## config.mk

```make
export PLATFORM = sky130hd
export DESIGN_NAME = dmem_port_arbiter_flat
export DESIGN_NICKNAME = d
export VERILOG_FILES = /design/src/rtl/dmem_port_arbiter_if.sv /design/src/rtl/dmem_port_arbiter.sv /design/src/flat_wrapper.sv
export SDC_FILE = /design/constraint.sdc
export NUM_CORES = 1
export LEC_CHECK = 0
export CAP_MARGIN = 20
export CORE_AREA = 2 2 120 122
export DETAILED_ROUTE_END_ITERATION = 7
export DIE_AREA = 0 0 122 124
export PLACE_DENSITY_LB_ADDON = 0.15
export SLEW_MARGIN = 20
export SYNTH_ARGS = -nofsm -noshare
export SYNTH_HDL_FRONTEND = slang
export SYNTH_SLANG_ARGS = --single-unit
```

## constraint.sdc

```tcl
create_clock -name clk -period 2.17 [get_ports clk]
set_clock_uncertainty 0.2 [all_clocks]
set_input_delay 0.217 -clock clk [delete_from_list [all_inputs] [get_ports clk]]
set_output_delay 0.217 -clock clk [all_outputs]
set_load 0.02 [all_outputs]
```

## src/rtl/dmem_port_arbiter_if.sv

```systemverilog
// -----------------------------------------------------------------------------
// dmem_port_arbiter_if
// Bundles the two requester ports (pipeline MEM stage and debug/dump unit)
// and the single-port data memory port seen by dmem_port_arbiter.
//   pipe*  : pipeline request, strobes, address, write data; grant, stall,
//            read-valid and read data back to the pipeline
//   dbg*   : same for the debug unit, plus dbgLock for burst ownership
//   mem*   : address, write data, byte enables, enable to memory; memDout back
// Modports:
//   slave  : the arbiter
//   master : the environment (requesters + memory)
// -----------------------------------------------------------------------------
interface dmem_port_arbiter_if;
    logic        pipeReq;
    logic [3:0]  pipeWe;
    logic [31:0] pipeAddr;
    logic [31:0] pipeWdata;
    logic        pipeGnt;
    logic        pipeStall;
    logic        pipeRvalid;
    logic [31:0] pipeRdata;

    logic        dbgReq;
    logic [3:0]  dbgWe;
    logic [31:0] dbgAddr;
    logic [31:0] dbgWdata;
    logic        dbgLock;
    logic        dbgGnt;
    logic        dbgRvalid;
    logic [31:0] dbgRdata;

    logic [31:0] memAddr;
    logic [31:0] memDin;
    logic [3:0]  memWe;
    logic        memEn;
    logic [31:0] memDout;

    modport slave (
        input  pipeReq, pipeWe, pipeAddr, pipeWdata,
        output pipeGnt, pipeStall, pipeRvalid, pipeRdata,
        input  dbgReq, dbgWe, dbgAddr, dbgWdata, dbgLock,
        output dbgGnt, dbgRvalid, dbgRdata,
        output memAddr, memDin, memWe, memEn,
        input  memDout
    );

    modport master (
        output pipeReq, pipeWe, pipeAddr, pipeWdata,
        input  pipeGnt, pipeStall, pipeRvalid, pipeRdata,
        output dbgReq, dbgWe, dbgAddr, dbgWdata, dbgLock,
        input  dbgGnt, dbgRvalid, dbgRdata,
        input  memAddr, memDin, memWe, memEn,
        output memDout
    );
endinterface

```

## src/rtl/dmem_port_arbiter.sv

```systemverilog
// -----------------------------------------------------------------------------
// dmem_port_arbiter
// Shares the single-port data memory between the pipeline MEM stage and the
// debug/dump unit. Pipeline has priority; debug gets forced priority after
// MAX_WAIT consecutive refusals. dbgLock holds the port for debug bursts.
// Read data is steered back to whichever requester issued the read.
// Ports:
//   clk   : system clock
//   reset : synchronous, active-high
//   bus   : dmem_port_arbiter_if.slave (pipe/dbg requester ports, memory port)
// Parameters:
//   READ_LATENCY : cycles from a granted read to memDout valid (1..4)
//   MAX_WAIT     : refusals tolerated before debug is forced through (1..15)
// -----------------------------------------------------------------------------
module dmem_port_arbiter #(
    parameter int READ_LATENCY = 1,
    parameter int MAX_WAIT     = 4
) (
    input  logic               clk,
    input  logic               reset,
    dmem_port_arbiter_if.slave bus
);
    typedef enum logic [0:0] {
        ARB      = 1'b0,
        DBG_LOCK = 1'b1
    } arbState_t;

    localparam logic [3:0] WAIT_LIMIT = 4'(MAX_WAIT);

    arbState_t                state;
    logic [3:0]               waitCnt;
    logic                     waitExpired;
    logic                     pipeGnt;
    logic                     dbgGnt;
    logic                     rdIssue;
    logic [READ_LATENCY-1:0]  rdVldSr;
    logic [READ_LATENCY-1:0]  rdOwnSr;
    logic                     tailPipe;
    logic                     tailDbg;
    logic [31:0]              pipeRdHold;
    logic [31:0]              dbgRdHold;

    assign waitExpired = (waitCnt == WAIT_LIMIT);

    // Grant decision: pipeline wins ties until debug has waited MAX_WAIT cycles.
    always_comb begin
        pipeGnt = 1'b0;
        dbgGnt  = 1'b0;
        if (!reset) begin
            if (state == ARB) begin
                dbgGnt  = bus.dbgReq & (~bus.pipeReq | waitExpired);
                pipeGnt = bus.pipeReq & ~dbgGnt;
            end else begin
                dbgGnt  = bus.dbgReq;
            end
        end
    end

    assign bus.pipeGnt   = pipeGnt;
    assign bus.dbgGnt    = dbgGnt;
    assign bus.pipeStall = ~reset & bus.pipeReq & ~pipeGnt;

    assign bus.memEn   = pipeGnt | dbgGnt;
    assign bus.memAddr = pipeGnt ? bus.pipeAddr  : (dbgGnt ? bus.dbgAddr  : 32'h0);
    assign bus.memDin  = pipeGnt ? bus.pipeWdata : (dbgGnt ? bus.dbgWdata : 32'h0);
    assign bus.memWe   = pipeGnt ? bus.pipeWe    : (dbgGnt ? bus.dbgWe    : 4'h0);

    assign rdIssue = (pipeGnt && bus.pipeWe == 4'h0) || (dbgGnt && bus.dbgWe == 4'h0);

    // Arbitration state and debug starvation counter.
    always_ff @(posedge clk) begin
        if (reset) begin
            state   <= ARB;
            waitCnt <= 4'h0;
        end else begin
            case (state)
                ARB:      if (dbgGnt && bus.dbgLock) state <= DBG_LOCK;
                DBG_LOCK: if (!bus.dbgLock)          state <= ARB;
                default:                             state <= ARB;
            endcase
            if (dbgGnt || !bus.dbgReq) begin
                waitCnt <= 4'h0;
            end else if (!waitExpired) begin
                waitCnt <= waitCnt + 4'd1;
            end
        end
    end

    // Read-return tracker: one slot per cycle of memory latency, so the tail
    // lines up with memDout for the read issued READ_LATENCY cycles earlier.
    always_ff @(posedge clk) begin
        if (reset) begin
            rdVldSr <= '0;
            rdOwnSr <= '0;
        end else begin
            rdVldSr[0] <= rdIssue;
            rdOwnSr[0] <= dbgGnt;
            for (int i = 1; i < READ_LATENCY; i++) begin
                rdVldSr[i] <= rdVldSr[i-1];
                rdOwnSr[i] <= rdOwnSr[i-1];
            end
        end
    end

    assign tailPipe = ~reset & rdVldSr[READ_LATENCY-1] & ~rdOwnSr[READ_LATENCY-1];
    assign tailDbg  = ~reset & rdVldSr[READ_LATENCY-1] &  rdOwnSr[READ_LATENCY-1];

    // Last returned word per requester, shown while its rvalid is low.
    always_ff @(posedge clk) begin
        if (reset) begin
            pipeRdHold <= 32'h0;
            dbgRdHold  <= 32'h0;
        end else begin
            if (tailPipe) pipeRdHold <= bus.memDout;
            if (tailDbg)  dbgRdHold  <= bus.memDout;
        end
    end

    assign bus.pipeRvalid = tailPipe;
    assign bus.dbgRvalid  = tailDbg;
    assign bus.pipeRdata  = reset ? 32'h0 : (tailPipe ? bus.memDout : pipeRdHold);
    assign bus.dbgRdata   = reset ? 32'h0 : (tailDbg  ? bus.memDout : dbgRdHold);

    a_oneGrant:  assert property (@(posedge clk) !(pipeGnt && dbgGnt));
    a_pipeOwned: assert property (@(posedge clk) pipeGnt |-> bus.pipeReq);
    a_dbgOwned:  assert property (@(posedge clk) dbgGnt  |-> bus.dbgReq);
endmodule
```

## src/flat_wrapper.sv

```systemverilog
// flat-port wrapper written by rule: the top's interface ports become plain ports
module dmem_port_arbiter_flat 
#(
    parameter int READ_LATENCY = 1,
    parameter int MAX_WAIT     = 4
)
  (clk, reset, bus_pipeReq, bus_pipeWe, bus_pipeAddr, bus_pipeWdata, bus_pipeGnt, bus_pipeStall, bus_pipeRvalid, bus_pipeRdata, bus_dbgReq, bus_dbgWe, bus_dbgAddr, bus_dbgWdata, bus_dbgLock, bus_dbgGnt, bus_dbgRvalid, bus_dbgRdata, bus_memAddr, bus_memDin, bus_memWe, bus_memEn, bus_memDout);
  dmem_port_arbiter_if bus_i ();
  input  logic clk;
  input  logic reset;
  input wire logic [$bits(bus_i.pipeReq)-1:0] bus_pipeReq;
  input wire logic [$bits(bus_i.pipeWe)-1:0] bus_pipeWe;
  input wire logic [$bits(bus_i.pipeAddr)-1:0] bus_pipeAddr;
  input wire logic [$bits(bus_i.pipeWdata)-1:0] bus_pipeWdata;
  output wire logic [$bits(bus_i.pipeGnt)-1:0] bus_pipeGnt;
  output wire logic [$bits(bus_i.pipeStall)-1:0] bus_pipeStall;
  output wire logic [$bits(bus_i.pipeRvalid)-1:0] bus_pipeRvalid;
  output wire logic [$bits(bus_i.pipeRdata)-1:0] bus_pipeRdata;
  input wire logic [$bits(bus_i.dbgReq)-1:0] bus_dbgReq;
  input wire logic [$bits(bus_i.dbgWe)-1:0] bus_dbgWe;
  input wire logic [$bits(bus_i.dbgAddr)-1:0] bus_dbgAddr;
  input wire logic [$bits(bus_i.dbgWdata)-1:0] bus_dbgWdata;
  input wire logic [$bits(bus_i.dbgLock)-1:0] bus_dbgLock;
  output wire logic [$bits(bus_i.dbgGnt)-1:0] bus_dbgGnt;
  output wire logic [$bits(bus_i.dbgRvalid)-1:0] bus_dbgRvalid;
  output wire logic [$bits(bus_i.dbgRdata)-1:0] bus_dbgRdata;
  output wire logic [$bits(bus_i.memAddr)-1:0] bus_memAddr;
  output wire logic [$bits(bus_i.memDin)-1:0] bus_memDin;
  output wire logic [$bits(bus_i.memWe)-1:0] bus_memWe;
  output wire logic [$bits(bus_i.memEn)-1:0] bus_memEn;
  input wire logic [$bits(bus_i.memDout)-1:0] bus_memDout;
  assign bus_i.pipeReq = bus_pipeReq;
  assign bus_i.pipeWe = bus_pipeWe;
  assign bus_i.pipeAddr = bus_pipeAddr;
  assign bus_i.pipeWdata = bus_pipeWdata;
  assign bus_pipeGnt = bus_i.pipeGnt;
  assign bus_pipeStall = bus_i.pipeStall;
  assign bus_pipeRvalid = bus_i.pipeRvalid;
  assign bus_pipeRdata = bus_i.pipeRdata;
  assign bus_i.dbgReq = bus_dbgReq;
  assign bus_i.dbgWe = bus_dbgWe;
  assign bus_i.dbgAddr = bus_dbgAddr;
  assign bus_i.dbgWdata = bus_dbgWdata;
  assign bus_i.dbgLock = bus_dbgLock;
  assign bus_dbgGnt = bus_i.dbgGnt;
  assign bus_dbgRvalid = bus_i.dbgRvalid;
  assign bus_dbgRdata = bus_i.dbgRdata;
  assign bus_memAddr = bus_i.memAddr;
  assign bus_memDin = bus_i.memDin;
  assign bus_memWe = bus_i.memWe;
  assign bus_memEn = bus_i.memEn;
  assign bus_i.memDout = bus_memDout;
  dmem_port_arbiter #(.READ_LATENCY(READ_LATENCY), .MAX_WAIT(MAX_WAIT)) u_core (.clk(clk), .reset(reset), .bus(bus_i));
endmodule
```

Yosys cells after proc, flatten, opt, wreduce, memory -nomap -nowiden
Cells that the tools add are included.
{ "word_totals": {"out_inout_bits": 138, "inputBits": 173, "wordCells": 49, "reg_bits": 71} }
{ "op_classes": {"eq_ne": 1, "bitwise": 15, "mux": 17, "addsub": 1, "reduce_logical": 9} }
{ "ops": {"columns": ["cell", "n"], "rows": [
  ["32-bit 2-to-1 mux", 8],
  ["4-bit zero test", 2],
  ["4-bit 2-to-1 mux", 2],
  ["1-bit bitwise AND", 7],
  ["1-bit 2-to-1 mux", 6],
  ["1-bit inverter", 6],
  ["4-bit by 1-bit adder with 4-bit output (second input constant)", 1],
  ["4-bit by 3-bit == test with 1-bit output (second input constant)", 1],
  ["1-bit logical AND", 3],
  ["1-bit logical OR", 2],
  ["1-bit OR", 2],
  ["1-bit case mux with 2 select lines", 1],
  ["2-bit OR reduction", 1],
  ["1-bit zero test", 1]
]} }

Longest topological paths before layout
Gate-level depths: netlist of the first run.
{ "logic_depth": {"ltp_word": 9, "ltp_mapped": 7, "ltp_nobuf": 5} }

Least setup slack after synthesis of the first run
OpenSTA, ideal clock, no wires.
{ "synth_path": {"path_type": "register -> output", "from": "register u_core.waitCnt[0]", "to": "output bus_pipeGnt", "slack_ns": 0.197, "stages_incl_launch_ff": 8, "arrival_time_ns": 1.556, "required_ns": 1.753, "path_cell_list": "dfxtp_1 inv_1 ha_1 and4b_1 or2_1 buf_6 buf_6 nor2_1"} }
{ "synth_via": {"elab_chain_cells": 7} }
{ "synth_lines": {"columns": ["element", "line", "text"], "rows": [
  ["start: declaration", "dmem_port_arbiter.sv:31", "logic [3:0] waitCnt;"],
  ["start signal: assignment", "dmem_port_arbiter.sv:84", "waitCnt <= waitCnt + 4'd1;"],
  ["4-bit by 3-bit == test with 1-bit output", "dmem_port_arbiter.sv:43", "assign waitExpired = (waitCnt == WAIT_LIMIT);"],
  ["1-bit OR", "dmem_port_arbiter.sv:51", "dbgGnt = bus.dbgReq & (~bus.pipeReq | waitExpired);"],
  ["1-bit bitwise AND", "dmem_port_arbiter.sv:51", null],
  ["1-bit inverter", "dmem_port_arbiter.sv:52", "pipeGnt = bus.pipeReq & ~dbgGnt;"],
  ["1-bit bitwise AND", "dmem_port_arbiter.sv:52", null],
  ["1-bit 2-to-1 mux", "dmem_port_arbiter.sv:50", "if (state == ARB) begin"],
  ["1-bit 2-to-1 mux", "dmem_port_arbiter.sv:49", "if (!reset) begin"],
  ["end: declaration", "flat_wrapper.sv:15", "output wire logic [$bits(bus_i.pipeGnt)-1:0] bus_pipeGnt;"]
]} }
Every way passes these cells.

Final worst setup path of the first run
{ "layout_path": {"from": "register u_core.waitCnt[1]", "to": "output bus_memAddr[27]"} }
{ "layout_via": {"elab_chain_cells": 8, "elab_cells_between_ends": 11, "cone_classes": "1 x eq/ne; 6 x mux; 4 x bitwise"} }
{ "layout_lines": {"columns": ["element", "line", "text"], "rows": [
  ["4-bit by 3-bit == test with 1-bit output *", "dmem_port_arbiter.sv:43", null],
  ["1-bit OR *", "dmem_port_arbiter.sv:51", null],
  ["1-bit bitwise AND *", "dmem_port_arbiter.sv:51", null],
  ["1-bit inverter", "dmem_port_arbiter.sv:52", null],
  ["1-bit bitwise AND", "dmem_port_arbiter.sv:52", null],
  ["1-bit 2-to-1 mux", "dmem_port_arbiter.sv:50", null],
  ["1-bit 2-to-1 mux", "dmem_port_arbiter.sv:49", null],
  ["32-bit 2-to-1 mux *", "dmem_port_arbiter.sv:64", "assign bus.memAddr = pipeGnt ? bus.pipeAddr : (dbgGnt ? bus.dbgAddr : 32'h0);"],
  ["end: declaration", "flat_wrapper.sv:27", "output wire logic [$bits(bus_i.memAddr)-1:0] bus_memAddr;"]
]} }
Mark *: on every way between the ends. The rest lies on a longest branch, timed or not.

==> results of run 1 <==
[state kept, by name (all words and copies together), names as in the netlist]
signal	count
u_core.state	1
u_core.rdVldSr	1
u_core.pipeRdHold	32
u_core.dbgRdHold	32
u_core.rdOwnSr	1
u_core.waitCnt	4
[critical path: cells and delay by family, from the launching register on]
family | cells | cell delay, ns
AND/OR/NAND/NOR | 1 | 0.22
adder cells (fa/ha/maj) | 1 | 0.14
flip-flops | 1 | 0.32
AO/OA/AOI/OAI | 2 | 0.40
buffers and inverters | 5 | 0.65
[repair_timing]
action / in CTS / in global routing
pin swaps: 36 / 26
setup endpoints to repair: 138 / 133
gates resized for setup: 494 / 205
buffers inserted: 13 / 10
gates cloned: 14 / 2
[power breakdown]
group,internal [µW],leakage (µW),total [µW],switching (µW)
clock,831,0.000136,1340,505
sequential,1320,0.000573,1320,4.02
combinational,805,0.00316,1450,643
total,2950,0.00387,4100,1150
[kinds of logic after synthesis]
kind of cell               Yosys count  synth area share [%]
DFF                                 71                  30.0
AOI/OAI and AO/OA                  103                  27.5
and+or+nand+nor                    252                  28.9
muxes                                1                 0.211
buffers and inverters              124                  12.6
adders and majority gates            2                 0.529
xor gates and xnor gates             1                 0.185
[final timing paths]
kind / from / depth (start not counted) / to
max: u_core.waitCnt[1] / 9 / bus_memAddr[27]
min: reset / 3 / u_core.rdOwnSr
max reg2reg: u_core.waitCnt[1] / 9 / u_core.rdVldSr
min reg2reg: u_core.pipeRdHold[31] / 2 / u_core.pipeRdHold[31]
[metrics by stage]
step	std cells	total power, µW
CTS	1062	3950
floorplan	554	1860
global route	1072	4250
finish	1072	4100
detailed placement	1020	2420
global placement	1020	2400
[layout by cell type, fill, tap and decap left out, types with 5 or more instances in the layout]
cell type          n
o21ai_0           27
buf_16            13
dfxtp_1           69
nand2b_1         101
clkbuf_16         11
nand3b_1          33
buf_4             43
buf_12            14
buf_6             59
inv_1             71
clkdlybuf4s15_1   15
clkdlybuf4s50_1  171
o32ai_2           24
nand2_1           96
nor2_1             9
o21ai_1            5
clkbuf_2          42
o32ai_4           45
[metal layers]
| layer | wire [µm] | vias up |
|---|---|---|
| met5 | 0 | - |
| met4 | 844 | 0 |
| met3 | 1760 | 50 |
| met2 | 11100 | 218 |
| met1 | 7680 | 2485 |
| li1 | - | 2528 |
[area by class of cell]
type	instances	area, µm²
Fill cell	1050	4380
Multi-Input combinational cell	360	3270
Clock buffer	13	260
Sequential cell	71	1420
Inverter	73	274
Tap cell	180	225
Timing Repair Buffer	371	3860
Clock inverter	3	17.5
Antenna cell	1	2.50
==> results.yml, run 1 <==
yosys:
  netlist_instances: 554
  synth_ff_type: "dfxtp_1"
  seq_area_frac_synth_pct: 30.0
  synth-seq-cells: 71
  synth_most_common_cell: "nand2b_1"
  synth.avg_cell_area_um2: 8.54
  synth_warnings: 0
  ys_top_cells_by_area: "dfxtp_1, o32ai_2, nand2b_1"
  synth_cell_types: 28
  synth-edff-count: 0
  yosysTopAreaCell: "dfxtp_1"
  ys_top_cells_by_count: "nand2b_1, nand2_1, inv_1"
  synth_fp_nets: 729
  synth_top_cell_area_share_pct: 30.0
  netlist_area_um2: 4730
  async_reset_ff_share_pct: 0
min_path:
  hold_path_class: "in2reg"
worst_setup_path:
  required_ns: 1.75
  critPathKind: "reg2out"
  max_stage_delay_ns: 0.33
  cp_max_fo: 10
  crit_arrival_ns: 2.07
  path_common_cell: "buf_12"
  startpoint_type: "flip-flop"
  r2r_slack_ns: 0.24
  crit_path_top_delay_cell: "o32ai_4"
  crit_chain: "inv_2 -> ha_4 -> and3b_2 -> o21ai_4 -> buf_12 -> buf_12 -> buf_16 -> o32ai_4 -> buf_6"
  critPathCaptureType: "primary output"
die:
  die_x_um: 122
  core_um2: 13700
  start_util_pct: 34.5
  dieArea_um2: 15100
  row_count: 43
  die_y_um: 124
  ios: 311
clock_tree:
  clk_pin_slew_ns: 0.05
  h-tree-depth: 3
  clock_latency_ns: 0.32
  cts_tree: "built"
  clockRootBuffer: "clkbuf_16"
  numCtsBuffers: 9
  clk_path_buf_depth: 2
  cts_sinks: 71
  postCtsHoldBufs: 0
run_status:
  violations: "setup timing"
  status: "complete, but fails checks"
global_route:
  first_global_vias: 5208
  grt_max_degree: 92
  overflow: 0
  met3_usage_pct: 7.10
  top_usage_layer: "met2"
  track_usage_pct: 24.0
  grt.met1_usage_pct: 25.8
  grt_pass1_wl_mm: 28.3
  antenna_found_initial: 1
  use_met2_pct: 44.4
sta:
  rsz0062_at_grt: "true"
  fin_tns_setup_ns: -14.29
  hold_viol: 0
  finalSetupViolations: 69
  holdWs_ns: 0.262
  fin_crit_ns: 2.49
  worst_slew_pin_slew_ns: 0.563
  max_slew_margin_pct: 62.5
  post-route-period-util_pct: 115
  clock.fmax_mhz: 402
  final_max_slew_viol_count: 0
  layout_setup_ws_ns: -0.316
drt:
  antenna_left: 0
  vias: 5281
  wl_per_cell_um: 19.9
  firstDrtPassIters: 4
  vias_per_cell: 4.93
  wl_mm: 21.4
  drtIter0Drc: 213
  route.detailed.drc: 0
placement:
  port_buffers: 310
  routabilityCongestion: 0.874
  dp_hpwl_mm: 13.1
  dpl_cell_area_um2: 8040
  place_ws_ns: -0.416
flow_run:
  max-cap-violations: 0
layout:
  stdcell_area_um2: 9340
  fin_util_pct: 68.1
  fin_nets: 1061
  drive_gt1_share_pct: 31.0
  syn_to_final_growth_pct: 97.3
power:
  peakVddDrop_uv: 474
  p_leak_uw: 0.00387
  p_per_area_nw_per_um2: 439
Power figures use the tool's default switching activity.
==> run 2: changes to the inputs <==
- CORE_AREA: 2 2 120 122 -> 2 2 122 124
- DIE_AREA: 0 0 122 124 -> 0 0 124 126
- SETUP_SLACK_MARGIN: default -> 0.2
- clock period: 2.17 -> 3.1 ns (I/O delays scaled with it)
==> run 2 against run 1 <==
Compared with the run above: the flow now finishes without violations; final cell count is 3.3% lower; flip-flop and latch count is the same; utilization down 10 points; total power is 36% lower; non-clock buffer count down 41; register-to-register slack improved by 1.1 ns; cell area decreased by 12%; critical path type unchanged; critical endpoint is now bus_memDin[9]; largest power group is now the clock network.
==> results.yml, run 2 (synthesis results as in run 1) <==
sta:
  worst_slew_pin_slew_ns: 0.391
  clock.fmax_mhz: 352
  max_slew_margin_pct: 73.9
  finalSetupViolations: 0
  rsz0062_at_grt: "true"
  fin_crit_ns: 2.84
  final_max_slew_viol_count: 0
  hold_viol: 0
  fin_tns_setup_ns: 0
  post-route-period-util_pct: 91.7
clock_tree:
  clk_path_buf_depth: 2
  cts_sinks: 71
  clock_latency_ns: 0.32
  numCtsBuffers: 9
  clockRootBuffer: "clkbuf_16"
  clk_pin_slew_ns: 0.05
  h-tree-depth: 3
  cts_tree: "built"
worst_setup_path:
  crit_chain: "inv_1 -> ha_1 -> and4b_1 -> or2_4 -> o32ai_2 -> clkdlybuf4s50_1"
  critPathCaptureType: "primary output"
  crit_path_top_delay_cell: "clkdlybuf4s50_1"
  required_ns: 2.59
  startpoint_type: "flip-flop"
  max_stage_delay_ns: 0.66
  crit_arrival_ns: 2.33
  critPathKind: "reg2out"
  cp_max_fo: 13
layout:
  final_common_cell: "clkdlybuf4s50_1"
  final-instance-count-excl-fill: 1037
  syn_to_final_growth_pct: 74.3
  top_regs: "u_core.dbgRdHold x32, u_core.pipeRdHold x32, u_core.waitCnt x4"
  drive_gt1_share_pct: 12.7
  layout_common_cells: "clkdlybuf4s50_1, nand2b_1, nand2_1, inv_1, dfxtp_1"
  fin_nets: 1019
power:
  p_leak_uw: 0.00353
  p_per_area_nw_per_um2: 321
  pwr-share-clk_pct: 37.9
  intPower_uw: 1960
  comb_power_share_pct: 27.2
  p_sw_share_pct: 25.9
  p_switching_uw: 684
  pwr-share-seq_pct: 34.9
  peakVddDrop_uv: 309
drt:
  antenna_left: 0
  route.detailed.drc: 0
  wl_per_cell_um: 16.5
  wl_mm: 17.1
  drtIter0Drc: 191
  vias: 4918
  vias_per_cell: 4.74
  firstDrtPassIters: 4
global_route:
  overflow: 0
  antenna_found_initial: 4
  grt_max_degree: 87
  first_global_vias: 4878
  track_usage_pct: 21.3
  grt_pass1_wl_mm: 26.1
placement:
  port_buffers: 310
  dp.cells: 1013
  dp_hpwl_mm: 13.0
  routabilityCongestion: 0.885
die:
  start_util_pct: 33.1
  dieArea_um2: 15600
  die_y_um: 126
  ios: 311
  row_count: 44
  core_um2: 14300
  die_x_um: 124
flow_run:
  max-cap-violations: 0
run_status:
  status: "complete, no violations"
min_path:
  hold_path_class: "in2reg"
==> run 2: layout make-up <==
cell class              count  area (µm²)
clock buffers              13         250
inverters                  73         274
fillers                  1345        6060
clock inverters             3        42.5
well taps                 184         230
flip-flops and latches     71        1420
diodes                      4        10.0
repair buffers            330        3300
multi-input cells         359        2730
==> run 2: metrics by stage <==
step	area (µm²)	worst slack (ns)	hold WS, ns	utilization, %	total power (µW)
floorplan	4730	1.03	0.230	-	1300
global placement	7950	0.250	0.242	55.5	1680
detailed placement	7950	0.220	0.255	55.5	1690
CTS	8170	0.201	0.208	57.0	2670
global route	8250	0.161	0.224	57.6	2770
finish	8250	0.258	0.218	57.6	2650
==> run 2: repair_timing <==
action                     4_1_cts  5_1_grt
setup buffers                    0        3
gates cloned                     0        1
setup endpoints to repair       62       12
hold buffers                     0        0
resized for setup               62       11
==> run 2: power by group through the flow <==
stage          sequential [µW]  combinational (µW)  clock [µW]
3_3_place_gp               942                 738           0
4_1_cts                    923                 715        1030
5_1_grt                    923                 768        1080
6_report                   923                 720        1000
2_1_floorplan              942                 359           0
3_5_place_dp               943                 750           0
==> run 2: path summary, 6_finish.rpt <==
check	from	end	slack (ns)	cells after the start
max	u_core.waitCnt[0]	bus_memDin[9]	0.26	6
max reg2reg	u_core.waitCnt[0]	u_core.rdVldSr	1.29	7
min reg2reg	u_core.waitCnt[0]	u_core.waitCnt[0]	0.26	1
min	reset	u_core.dbgRdHold[20]	0.22	3
==> run 2: critical path: cells and delay by family, from the launching register on <==
kind                       cells  cell delay, ns
adders and majority gates      1            0.22
buffers and inverters          2            0.72
AOI/OAI and AO/OA              1            0.17
DFF                            1            0.37
and+or+nand+nor                2            0.53
==> run 2: per-layer routing <==
metal  global-route usage (%)  vias to the layer above  routed length (µm)
li1                         -                     2439                   -
met1                     23.7                     2246                6570
met2                     36.6                      193                8470
met3                     5.98                       40                1450
met4                     10.7                        0                 627
met5                        0                        -                   0
==> run 3: changes to the inputs <==
- CAP_MARGIN: 20 -> 10
==> results of run 3 <==
Same layout as run 2: the final DEF is identical, and so are final timing and power.
